### src/rtl/memory_unit.sv
// Word-addressed RAM behind a read/write strobe with MFC handshake.
// Fixed wait-state count before each access completes.
module memory_unit #(
  parameter int ADDR_W      = 8,
  parameter int WAIT_CYCLES = 2
) (
  input  logic        clock,
  input  logic        reset,
  input  logic [15:0] address,
  input  logic [15:0] dataIn,
  input  logic        read,
  input  logic        write,
  output logic [15:0] dataOut,
  output logic        MFC,
  output logic        busy,
  output logic        error
);

  typedef enum logic [1:0] {
    IDLE,
    WAIT,
    DONE
  } state_t;

  state_t state, state_nxt;

  logic [15:0]       mem [2**ADDR_W];
  logic [3:0]        cnt;
  logic [ADDR_W-1:0] addr_q;
  logic [15:0]       data_q;
  logic              wr_q;

  logic req_one;
  logic req_both;
  logic strobe;
  logic access;

  assign req_one  = read ^ write;
  assign req_both = read & write;
  assign strobe   = read | write;
  assign access   = (state == WAIT) && (cnt == 4'd0);
  assign busy     = (state != IDLE);

  generate
    if (ADDR_W < 16) begin : g_hi
      logic unused_hi;
      assign unused_hi = ^address[15:ADDR_W];
    end
  endgenerate

  always_comb begin
    state_nxt = state;
    unique case (state)
      IDLE: if (req_one) state_nxt = WAIT;
      WAIT: if (cnt == 4'd0) state_nxt = DONE;
      DONE: if (!strobe) state_nxt = IDLE;
      default: state_nxt = IDLE;
    endcase
  end

  always_ff @(posedge clock or negedge reset) begin
    if (!reset) begin
      state <= IDLE;
    end else begin
      state <= state_nxt;
    end
  end

  always_ff @(posedge clock or negedge reset) begin
    if (!reset) begin
      cnt     <= 4'd0;
      addr_q  <= '0;
      data_q  <= 16'h0000;
      wr_q    <= 1'b0;
      MFC     <= 1'b0;
      error   <= 1'b0;
      dataOut <= 16'h0000;
    end else begin
      error <= (state == IDLE) && req_both;
      if ((state == IDLE) && req_one) begin
        addr_q <= address[ADDR_W-1:0];
        data_q <= dataIn;
        wr_q   <= write;
        cnt    <= WAIT_CYCLES[3:0];
      end else if ((state == WAIT) && (cnt != 4'd0)) begin
        cnt <= cnt - 4'd1;
      end
      if (access) begin
        MFC <= 1'b1;
        if (!wr_q) dataOut <= mem[addr_q];
      end else if ((state == DONE) && !strobe) begin
        MFC <= 1'b0;
      end
    end
  end

  // Storage is never cleared; a reset mid-WAIT leaves state IDLE so no commit.
  always_ff @(posedge clock) begin
    if (access && wr_q) mem[addr_q] <= data_q;
  end

endmodule

### config.mk
export PLATFORM = sky130hd
export DESIGN_NAME = memory_unit
export DESIGN_NICKNAME = d
export VERILOG_FILES = /design/src/rtl/memory_unit.sv
export SDC_FILE = /design/constraint.sdc
export NUM_CORES = 2
export LEC_CHECK = 0
export BUFFER_PORTS_ARGS = -buffer_cell sky130_fd_sc_hd__buf_4
export CAP_MARGIN = 10
export CORE_AREA = 2 2 436 610
export CTS_CLUSTER_DIAMETER = 100
export DETAILED_ROUTE_END_ITERATION = 10
export DIE_AREA = 0 0 438 612
export PLACE_DENSITY = 0.77
export SYNTH_ARGS = -nofsm -noshare
export SYNTH_HDL_FRONTEND = slang
export SYNTH_SLANG_ARGS = --single-unit
### constraint.sdc
create_clock -name clock -period 5.6 [get_ports clock]
set_input_delay 1.12 -clock clock [delete_from_list [all_inputs] [get_ports clock]]
set_output_delay 1.12 -clock clock [all_outputs]
set_load 0.1 [all_outputs]
Yosys cells after proc, flatten, opt, wreduce, memory -nomap -nowiden. Memories as Yosys holds them, arrays and structs flattened. A register that Yosys moved wholly into a read port is not among the register bits. Index checks and enable logic that the tools add are counted.

Flip-flop bits (word level): 33. Bits in writable memories: 4096. Input port bits: 36. Logic and storage cells: 44. Memories: 1.

Memories: mem (depth 256, bits a word 16, read ports 1, clocked after Yosys merged registers in 1, wr ports 1, RTL line 27) `logic [15:0] mem [2**ADDR_W];`.

Add/sub/neg operators: 1. Equal/unequal tests: 5. Muxes and demuxes: 10. Bitwise gates (word level): 4. Reduce and logical (&&, ||, !) cells: 16.

Operators by type and width (number): $mux 4 (2); $logic_and 1x1->1 (6); $mux 2 (3); $ne 2x2->1 const B (3); $pmux 2 s3 (1); $reduce_bool 2->1 (3); $logic_not 4->1 (1); $mux 1 (4); $reduce_bool 4->1 (1); $sub 4x1->4 const B (1); $reduce_and 3->1 (1); $eq 2x1->1 const B (1); $eq 2x2->1 const B (1); $logic_not 1->1 (2); $logic_not 2->1 (1); $reduce_and 2->1 (1); $and 1x1->1 (1); $not 1->1 (1); $or 1x1->1 (1); $xor 1x1->1 (1).

Depth between registers and ports, before layout.
Depth in word-level cells: 5. Gate-level depth with buffers: 13.

Least setup slack after synthesis. Ideal clock, no wire load.

Kind: register to register. Start: register data_q[0]. End: memory mem[0][0] (data pin). Library setup time: 0.804 ns. Arrival: 3.183 ns. Required time: 4.796 ns. Setup slack: 1.613 ns. Cell stages (with the launch flop): 1. Path buffers: 0. Cell sequence: dfrtp_1.

RTL lines: start: declaration (RTL line 30) `logic [15:0] data_q;`; start signal: assignment (RTL line 82) `data_q <= dataIn;`; end: declaration (RTL line 27).

Straight into the memory's write port.

==> impl_results.md <==
* Area contributors post-synth: edfxtp_1 77%, mux4_2 14%, mux2i_1 1.8%
* Chip height at 612 µm
* Synth-to-layout area growth at 11.71%
* Met3 wire len at 61800 µm
* Unrepaired setup endpoints after global routing: no
* Total GRT Usage at 0.3409
* Drt total wl at 454500 µm
* Ports at 55
* Clock slew at reported path FFs at 0.07 ns
* Ys Warns at 0
* Metal2 WL at between 200000 and 250000 µm
* H-Tree Level Count at 5
* Total CTS buffers at 360
* Power per cell area at 527.0 nW/µm²
* Most used cell, CP: buf_12
* Post-route ant nets at 0
* Worst slew pin tran at 1.447 ns
* DIE WIDTH at 438 µm
* Register-to-Register Path Depth at 9
* Critical path arrival at ~5.5 ns
* Via density at 7.183
* Share of post-route cells with drive strength above 1 at 0.2687
* Dpl cell area at 166300 µm²
* Post-route DRC at 1
* Drt first pass iters at 11
* Async S/R FF share, synth at 0.01182
* Slew HR at 0.03324
* Routability cong. at 0.9509
* Sequential cell area fraction in the yosys report at 0.7790
* Final Hold Vio Count at 0
* CTS resizes at 0
* Crit-path cells: buf_12 > buf_12 > buf_4 > mux4_2 > nand2_1 > a32oi_1 > a31oi_1 > and3_1 > a21oi_1
* Initial antenna violation count at 29
* Outcome: complete, but fails checks
* DP HPWL at 261100 µm
* Post-Layout Cell Count at 11520
* Setup repair bufs after CTS at 0
* Syn Nets at 7270
* Gate Count Post-Synth at 7231
* TritonCTS clock tree: yes
* CP required at 6.40 ns
* Number of synthesized flops with an enable pin at a little over 4000
* Mapped Area at between 150000 and 200000 µm²
* Failing checks: design-rule violations
* Final min period at 4.738 ns
* Placed cell count at between 10000 and 15000
* Syn avg cell area at between 20 and 25 µm²
* Synth cell types at 68
* Nets at 7761
* Max VDD drop at roughly 1100 µV
* Setup Skew at 0.07940 ns
* Pins Over Slew Limit at 0
* Met1 WL at 138200 µm
* Rows at 223
* Total power at 93870 µW
* Filler Cell Count at 15230
* Die ar. at 268100 µm²
* First-pass GRT wire length at 635600 µm
* Clock sink count at 4145
* Leakage power at 0.05631 µW
* Top_reg_cell synth: edfxtp_1
* Number of global-route vias before repair at 83240
* Critical Path Slowest Stage Cell: dfrtp_4
* Post-route cell area at about 180000 µm²
* Grt total ovfl at 0
* Root buf cell: clkbuf_16
* F_max at 0.2111 GHz
* Post-synth top area cell: edfxtp_1
* Top sig layer: met5
* Via count at between 80000 and 90000
* Initial core utilization at 0.6067
* Tcrit/Tclk final at 0.8460
* CP Class: reg -> reg
* Util after Layout at 0.6778
* Max Fanout on Critical Path at 32
* Core outline area at around 260000 µm²
* Hold-fix buffers at CTS at 0
* Final setup TNS at 0 ns
* HP Class: in -> async
* Setup crit start kind: flip-flop
* Final setup vio count at 0
* DR iter-0 viols at about 14000
* Port-buffer cells at 46
* Max stage delay on crit path at approximately 1.2 ns
* Synth top area share at 0.7713
* Flops & latches, synth at between 4000 and 5000
* Setup crit end kind: flip-flop
* Clk_lat worst skew at approximately 0.94 ns
* Clock buffer depth at 4
* Largest net degree at the start of global routing at about 220
* Wire per inst at 39.47 µm
* Max-capacitance violation count at 0
## cells in the final DEF, fill, tap and decap left out, types with 13 or more instances in the layout
cell / instances
a221oi_1: 13
dfrtp_4: 21
a22oi_1: 74
o221ai_1: 22
nor2b_1: 13
diode_2: 20
nand2_1: 378
a32oi_1: 112
bufinv_16: 45
nand3_1: 63
edfxtp_1: 4096
dfrtp_1: 25
o22ai_1: 46
clkinv_1: 72
nor2_1: 289
buf_4: 501
nand4_1: 15
mux2i_1: 294
a21oi_1: 43
clkbuf_1: 62
clkinvlp_4: 18
o21ai_0: 33
a31oi_1: 20
buf_12: 47
clkinv_2: 60
nor3_1: 29
clkbuf_16: 367
mux4_2: 1000
a211oi_1: 20
nor2_2: 31
## layer usage
| layer | vias up | GRT usage |
|---|---|---|
| li1 | 31360 | - |
| met1 | 42570 | 0.4151 |
| met2 | 7181 | 0.5346 |
| met3 | 1576 | 0.09870 |
| met4 | 22 | 0.2282 |
| met5 | - | 0 |
## stage by stage
step / worst slack [ns] / hold slack [ns]
4_1_cts: 0.9513 / 0.2804
5_1_grt: 0.8819 / 0.3377
6_report: 0.8624 / 0.3154
3_3_place_gp: 1.121 / 0.4895
2_1_floorplan: 1.613 / 0.4815
3_5_place_dp: 1.128 / 0.5049
## cell type report
class / instances / area [µm²] / share of cell area
sequential: 4145 / 124300 / 0.6978
antenna: 20 / 50.05 / 0.0002809
multi-input combinational: 2651 / 32860 / 0.1845
tap: 3487 / 4363 / 0.02449
clock inverter: 217 / 2307 / 0.01295
clock buffer: 431 / 9444 / 0.05301
timing repair buffer: 550 / 4745 / 0.02663
inverter: 14 / 65.06 / 0.0003652
## power by group
part	switching [µW]	internal, µW
logic	18700	9450
clock network	11200	14100
registers	1760	38600
total	31700	62200
## state kept, by name, summed over array words and instances, names as in the netlist
name,flops
data_q,16
state,2
error,1
mem,4096
MFC,1
wr_q,1
cnt,4
dataOut,16
addr_q,8
## cells in the mapped netlist, types with 4 or more instances
master / count
mux4_2: 1000
a32oi_1: 112
clkbuf_1: 121
nor2_1: 322
nand3_1: 67
o2111ai_1: 12
nor2b_1: 15
buf_1: 15
o221ai_1: 22
a21oi_1: 43
buf_4: 89
a22o_1: 6
mux2_2: 4
o22ai_1: 46
nand4_1: 15
edfxtp_1: 4096
a311oi_1: 8
a211oi_1: 21
o21ai_0: 33
a41oi_1: 7
mux2i_1: 294
o211ai_1: 7
buf_2: 147
nor3_1: 29
a221oi_1: 13
and3_1: 10
buf_6: 46
nand2_1: 383
or3_1: 6
a22oi_1: 74
dfrtp_1: 49
nand2b_1: 5
a32o_1: 6
and2_1: 12
a31oi_1: 20
nor4_1: 12
a211o_1: 5
inv_1: 13
## cells by family (layout without fill, tap and decap cells)
kind of cell / after synthesis / after routing / share of synthesized area
adder cells (fa/ha/maj): 3 / 3 / 0.0002354
flip-flops: 4145 / 4145 / 0.7790
other: 0 / 20 / 0
AO/OA/AOI/OAI: 457 / 457 / 0.02152
XOR/XNOR: 3 / 3 / 0.0001648
buffers and inverters: 435 / 1212 / 0.01586
AND/OR/NAND/NOR: 890 / 890 / 0.02325
multiplexers: 1298 / 1298 / 0.1600
## worst max-delay path: cells and delay by family, from the launching register on
family          cells  cell delay (ns)
buf+inv             3             0.86
compound gates      3             1.33
flops               1             1.22
simple gates        2             0.57
mux                 1             0.55
## path summary, 6_finish.rpt
check	start	endpoint	slack, ns
hold reg to reg	dataOut[11]$_DFFE_PN0P_	dataOut[11]$_DFFE_PN0P_	0.52
hold / removal	reset	addr_q[5]$_DFFE_PN0P_	0.32
setup / recovery	addr_q[0]$_DFFE_PN0P_	dataOut[2]$_DFFE_PN0P_	0.86
min in group clock	dataIn[1]	data_q[1]$_DFFE_PN0P_	0.38
setup reg to reg	addr_q[0]$_DFFE_PN0P_	dataOut[2]$_DFFE_PN0P_	0.86
max in group asynchronous	reset	addr_q[0]$_DFFE_PN0P_	4.57
Note: power is estimated with default switching activity, not from simulation.
